`src/rtl/hawk_axi4_line_master.sv`:
```
// hawk_axi4_line_master: single-outstanding 512-bit cache-line master over a 256-bit AXI4 bus (2-beat INCR bursts)
module hawk_axi4_line_master #(
    parameter logic [5:0] AXI_ID = 6'd0
) (
    input  logic         clk,
    input  logic         rst_n,
    input  logic         req_valid,
    output logic         req_ready,
    input  logic         req_wr,
    input  logic [63:0]  req_addr,
    input  logic [511:0] req_wdata,
    input  logic [63:0]  req_wstrb,
    output logic         rsp_valid,
    input  logic         rsp_ready,
    output logic [511:0] rsp_rdata,
    output logic         rsp_err,
    output logic         axi_awvalid,
    input  logic         axi_awready,
    output logic [5:0]   axi_awid,
    output logic [63:0]  axi_awaddr,
    output logic [7:0]   axi_awlen,
    output logic [2:0]   axi_awsize,
    output logic [1:0]   axi_awburst,
    output logic         axi_wvalid,
    input  logic         axi_wready,
    output logic [255:0] axi_wdata,
    output logic [31:0]  axi_wstrb,
    output logic         axi_wlast,
    input  logic         axi_bvalid,
    output logic         axi_bready,
    input  logic [5:0]   axi_bid,
    input  logic [1:0]   axi_bresp,
    output logic         axi_arvalid,
    input  logic         axi_arready,
    output logic [5:0]   axi_arid,
    output logic [63:0]  axi_araddr,
    output logic [7:0]   axi_arlen,
    output logic [2:0]   axi_arsize,
    output logic [1:0]   axi_arburst,
    input  logic         axi_rvalid,
    output logic         axi_rready,
    input  logic [5:0]   axi_rid,
    input  logic [255:0] axi_rdata,
    input  logic [1:0]   axi_rresp,
    input  logic         axi_rlast
);
    typedef enum logic [2:0] {IDLE, WR, WR_B, RD_AR, RD_R, RSP} state_t;
    state_t state_q, state_d;
    logic         live_q;
    logic [63:0]  addr_q, addr_d;
    logic [511:0] wdata_q, wdata_d;
    logic [63:0]  wstrb_q, wstrb_d;
    logic         beat_q, beat_d;
    logic         aw_done_q, aw_done_d;
    logic         w_done_q, w_done_d;
    logic [511:0] rdata_q, rdata_d;
    logic         err_q, err_d;
    logic         accept, aw_hs, w_hs, aw_fin, w_fin;

    assign accept = req_valid && req_ready;
    assign aw_hs = axi_awvalid && axi_awready;
    assign w_hs = axi_wvalid && axi_wready;
    assign aw_fin = aw_done_q || aw_hs;
    assign w_fin = w_done_q || (w_hs && beat_q);
    assign axi_awid = AXI_ID;
    assign axi_arid = AXI_ID;
    assign axi_awaddr = addr_q;
    assign axi_araddr = addr_q;
    assign axi_awlen = 8'd1;
    assign axi_arlen = 8'd1;
    assign axi_awsize = 3'd5;
    assign axi_arsize = 3'd5;
    assign axi_awburst = 2'b01;
    assign axi_arburst = 2'b01;
    assign rsp_rdata = rdata_q;
    assign rsp_err = err_q;

    // State register; live_q holds req_ready low until the first clock after reset release
    always_ff @(posedge clk or negedge rst_n) begin
        if (!rst_n) begin
            state_q <= IDLE;
            live_q <= 1'b0;
        end else begin
            state_q <= state_d;
            live_q <= 1'b1;
        end
    end

    // Next-state: AW and W finish independently, WR leaves only once both are done
    always_comb begin
        state_d = state_q;
        case (state_q)
            IDLE:    if (accept) state_d = req_wr ? WR : RD_AR;
            WR:      if (aw_fin && w_fin) state_d = WR_B;
            WR_B:    if (axi_bvalid) state_d = RSP;
            RD_AR:   if (axi_arready) state_d = RD_R;
            RD_R:    if (axi_rvalid && beat_q) state_d = RSP;
            RSP:     if (rsp_ready) state_d = IDLE;
            default: state_d = IDLE;
        endcase
    end

    // Outputs decode from registers only, so no input reaches an output combinationally
    always_comb begin
        req_ready = live_q && state_q == IDLE;
        axi_awvalid = state_q == WR && !aw_done_q;
        axi_wvalid = state_q == WR && !w_done_q;
        axi_bready = state_q == WR_B;
        axi_arvalid = state_q == RD_AR;
        axi_rready = state_q == RD_R;
        rsp_valid = state_q == RSP;
        axi_wdata = beat_q ? wdata_q[511:256] : wdata_q[255:0];
        axi_wstrb = beat_q ? wstrb_q[63:32] : wstrb_q[31:0];
        axi_wlast = axi_wvalid && beat_q;
    end

    // Datapath next-state: request capture, beat tracking, read assembly and error accumulation
    always_comb begin
        addr_d = addr_q;
        wdata_d = wdata_q;
        wstrb_d = wstrb_q;
        beat_d = beat_q;
        aw_done_d = aw_done_q || aw_hs;
        w_done_d = w_done_q;
        rdata_d = rdata_q;
        err_d = err_q;
        if (accept) begin
            addr_d = req_addr & ~64'h3f;
            wdata_d = req_wdata;
            wstrb_d = req_wstrb;
            beat_d = 1'b0;
            aw_done_d = 1'b0;
            w_done_d = 1'b0;
            err_d = 1'b0;
        end
        if (w_hs) begin
            beat_d = ~beat_q;
            w_done_d = w_done_q || beat_q;
        end
        if (axi_bready && axi_bvalid) begin
            err_d = err_q || axi_bresp != 2'b00 || axi_bid != AXI_ID;
            rdata_d = '0;
        end
        if (axi_rready && axi_rvalid) begin
            rdata_d = beat_q ? {axi_rdata, rdata_q[255:0]} : {rdata_q[511:256], axi_rdata};
            err_d = err_q || axi_rresp != 2'b00 || axi_rid != AXI_ID || axi_rlast != beat_q;
            beat_d = ~beat_q;
        end
    end

    // Datapath registers
    always_ff @(posedge clk or negedge rst_n) begin
        if (!rst_n) begin
            addr_q <= '0;
            wdata_q <= '0;
            wstrb_q <= '0;
            beat_q <= 1'b0;
            aw_done_q <= 1'b0;
            w_done_q <= 1'b0;
            rdata_q <= '0;
            err_q <= 1'b0;
        end else begin
            addr_q <= addr_d;
            wdata_q <= wdata_d;
            wstrb_q <= wstrb_d;
            beat_q <= beat_d;
            aw_done_q <= aw_done_d;
            w_done_q <= w_done_d;
            rdata_q <= rdata_d;
            err_q <= err_d;
        end
    end
endmodule

```
`config.mk`:
```
export PLATFORM = sky130hd
export DESIGN_NAME = hawk_axi4_line_master
export DESIGN_NICKNAME = d
export VERILOG_FILES = /design/src/rtl/hawk_axi4_line_master.sv
export SDC_FILE = /design/constraint.sdc
export NUM_CORES = 2
export LEC_CHECK = 0
export ABC_AREA = 1
export BUFFER_PORTS_ARGS = -buffer_cell sky130_fd_sc_hd__buf_2
export CAP_MARGIN = 20
export CORE_AREA = 2 2 734 736
export DETAILED_ROUTE_END_ITERATION = 10
export DIE_AREA = 0 0 736 738
export GPL_ROUTABILITY_DRIVEN = 0
export GPL_TIMING_DRIVEN = 0
export PLACE_DENSITY_LB_ADDON = 0.1
export SYNTH_ARGS = -nofsm -noshare
export SYNTH_HDL_FRONTEND = slang
export SYNTH_SLANG_ARGS = --single-unit
```
`constraint.sdc`:
```
create_clock -name clk -period 3.89 [get_ports clk]
set_input_delay 0.778 -clock clk [delete_from_list [all_inputs] [get_ports clk]]
set_output_delay 0.778 -clock clk [all_outputs]
set_load 0.02 [all_outputs]
```
# Word level (Yosys, flattened, before mapping)
# Index checks and enable logic that the tools add are counted.
# totals
regBits,1154
in_bits,923
output_inout_bits,975
word_cells,80
# classes
n_eq_ne,14
n_mux,20
bitwise,1
n_reduce_logical,34
# ops
op,n
2-to-1 mux 512 bit,3
2-to-1 mux 256 bit,1
2-to-1 mux 32 bit,1
2-to-1 mux 3 bit,6
case mux 3 bit (6 select lines),1
logical AND 1 bit,12
nonzero test 6 bit,2
"!= test 2 bit, second input constant",5
logical OR 1 bit,8
nonzero test 2 bit,4
2-to-1 mux 1 bit,7
"equality test 3 x 2 -> 1 bit, second input constant",2
"equality test 3 bit, second input constant",2
"!= test 2 x 1 -> 1 bit, second input constant",3
AND reduction 6 bit,1
nonzero test 3 bit,2
AND reduction 2 bit,2
"equality test 3 x 1 -> 1 bit, second input constant",1
logical NOT 3 bit,1
logical NOT 1 bit,2
2-to-1 mux 2 bit,1
!= test 1 bit,1
inverter 1 bit,1

# Depth between registers and ports, before layout
# depth
ltp_word,8
ltp_mapped,10

# Least setup slack after synthesis
# No wires, ideal clock.
# synth_timing
path_type,register to output
start,reg beat_q
end,out axi_wlast
arrival_ps,1493
t_required_ps,3112
path_slack_ps,1619
path_stages_with_launch,6
path_buffers,3
path_cell_list,dfrtp_1 > buf_2 > inv_1 > buf_2 > clkbuf_1 > nor3_1
# synth_between
elab_chain_len,1
# synth_rtl
item,line,text
start: declaration,53,"logic beat_q, beat_d;"
start signal: assignment,166,beat_q <= beat_d;
logical AND 1 bit,114,axi_wlast = axi_wvalid && beat_q;
end: declaration,28,"output logic axi_wlast,"
# No other way between the ends.

# Worst setup path after layout
# layout_timing
start,reg beat_q
end,out axi_wdata[204]
# layout_between
elab_chain_len,1
# layout_rtl
item,line,text
2-to-1 mux 256 bit,112,axi_wdata = beat_q ? wdata_q[511:256] : wdata_q[255:0];
end: declaration,26,"output logic [255:0] axi_wdata,"
# No other way between the ends.

==> summary.md <==
| Metric | Value |
|---|---|
| Outcome | `finished clean` |
| Die Ht | `738 um` |
| Layout area overhead | `56.3%` |
| Crit path max fanout | `10` |
| Largest net degree at the start of global routing | `137` |
| Port bufs | `1841` |
| Die area | `543000 sq um` |
| Iteration-0 DRC Markers | `2380` |
| Hold Path Class | `in2reg` |
| Drt drc | `0` |
| RSZ-0062 raised after global routing | `no` |
| H-tree depth | `4` |
| Worst EP arrival | `2880 ps` |
| Setup CP Type | `reg2out` |
| # setup viols final | `0` |
| Global route overflow | `0` |
| Fin crit share | `94.0%` |
| Setup crit end kind | `primary output` |
| LEAKAGE | `40.0 nW` |
| Num rows | `269` |
| Synth Register Bits | `1154` |
| Post-Syn Instances | `5766` |
| Die W | `736 um` |
| Slew Limit Fails | `0` |
| Worst-Margin Slew | `1280 ps` |
| Vias | `49600` |
| Max cap viols | `0` |
| Async S/R FF share, synth | `100%` |
| Most common cell after layout, fill and taps aside | `nand2_1` |
| Core footprint | `535000 sq um` |
| VDD IR max | `0.325 mV` |
| Top-Level Pins | `1898` |
| Worst-case clock buffer depth | `4` |
| Post-synthesis sequential area ratio | `59.3%` |
| Minimum clock period | `3660 ps` |
| Gr usage total | `14.1%` |
| Count of different cell masters after synthesis | `29` |
| Synth Area per Inst | `8.45 sq um` |
| Worst skew pair latency | `870 ps` |
| Tot Pwr | `65.6 mW` |
| EDFF count, synth | `0` |
| Post-DR wirelength/cell | `25.9 um` |
| Finished Core Util | `14.2%` |
| Number of clock sinks | `1154` |
| Final Hold Vio Count | `0` |
| Worst Skew | `36.8 ps` |
| Most frequent cells in the layout | `2765 x nand2_1, 2015 x buf_2, 1154 x dfrtp_1` |
| Vias per inst | `3.22` |
| Vias in the first global route | `51900` |
| DRT Wirelength | `399 mm` |
| Antenna violations before repair | `280` |
| DRT antenna net count | `0` |
| Ys Warns | `0` |
| CTS Root Cell | `clkbuf_16` |
| Total CTS buffers | `174` |
| CP required | `3110 ps` |
| Clk slew on worst S/H paths | `70 ps` |
| Crit start category | `register` |
| Main synth FF type | `dfrtp_1` |
| Relative slew slack | `14.8%` |
| Nets | `9023` |
| Mapped Area | `48700 sq um` |
| Cell Pwr Density | `861 nW/um^2` |
| Post-DP HPWL | `330 mm` |
| Pre-Repair DR Iteration Count | `5` |
| Layout cell share with drive strength beyond 1 | `31.4%` |
| Initial Util | `9.10%` |
| CTS tree | `done` |
| First-pass GRT wire length | `514 mm` |
| F_max | `0.273 GHz` |
-- repair_timing --
item                       4_1_cts  5_1_grt
pin swaps                        1        0
setup endpoints to repair      289      112
cloned                           0        2
buffers inserted                 2        0
hold endpoints to repair       296        0
gates resized for setup         87        7
hold buffers                   251        0
-- report_power, final --
part | switching, mW | leakage, nW | internal [mW]
logic | 20.6 | 22.3 | 8.15
clock network | 6.90 | 2.82 | 9.67
registers | 3.25 | 14.9 | 17.0
-- worst max-delay path, cell delays in order, from the launching register on --
cell and delay, ps:
dfrtp_1 370, buf_6 170, clkinvlp_4 120, buf_12 150
buf_12 180, buf_16 190, buf_4 220, nand2_1 60
nand2_1 190, buf_2 250
-- Yosys cell counts, types with 5 or more instances --
library cell  number  area share, %
nand2_1         2783             21
dfrtp_1         1154             59
nand3_1          519            5.3
o21ai_1          450            4.6
inv_1            268            2.1
buf_2            198            2.0
buf_4            182            2.8
clkbuf_1          73           0.56
o21ai_0           67           0.69
buf_6             25           0.58
nor2_1            10          0.077
nand4_1            7          0.090
buf_1              5          0.039
-- kinds of logic after synthesis --
group           synth area share, %
buf+inv                        8.12
simple gates                   27.2
compound gates                 5.39
flops                          59.3
other cells                  0.0154
-- area by class of cell --
| type | count | area (sq um) |
|---|---|---|
| Clock inverter | 54 | 713 |
| Timing Repair Buffer | 2110 | 12200 |
| Buffer | 482 | 3070 |
| Multi-Input combinational cell | 3906 | 16100 |
| Inverter | 272 | 1030 |
| Antenna cell | 94 | 235 |
| Clock buffer | 255 | 5040 |
| Fill cell | 61900 | 459000 |
| Tap cell | 7046 | 8820 |
| Sequential cell | 1154 | 28900 |
-- state kept, by name, indices dropped and copies added, names as in the netlist --
signal,count
state_q,3
wdata_q,512
aw_done_q,1
wstrb_q,64
live_q,1
beat_q,1
rsp_err,1
rsp_rdata,512
axi_araddr,58
w_done_q,1
-- per-stage QoR --
stage	TNS [ps]	cell area [sq um]	hold slack [ps]	setup slack, ps	cells
detailed placement	-77840	67300	465	-1080	14700
floorplan	0	48900	449	1620	5815
global route	0	75900	28.9	4.29	15300
CTS	0	75800	0.0359	2.66	15300
finish	0	76100	110	233	15400
global placement	-	66900	464	-29370	14700
-- routing by layer --
metal	GRT usage, %	vias to the layer above	routed length [um]	part of all wire, %
met4	3.37	154	11800	3.0
met5	0	-	939	0.24
met2	25.3	1907	199000	50
met3	5.20	631	34200	8.6
met1	15.6	24100	153000	38
li1	-	22700	-	-
-- path summary, 6_finish.rpt --
kind,startpoint,to,depth (start not counted),slack [ps]
max in group asynchronous,rst_n,rsp_rdata[435],7,440
min,req_wdata[24],wdata_q[24],3,110
min in group asynchronous,rst_n,wdata_q[304],2,400
max,beat_q,axi_wdata[204],9,230
min reg2reg,wdata_q[336],wdata_q[336],2,480
max reg2reg,state_q[1],rsp_rdata[3],6,690
Power figures use the tool's default switching activity.
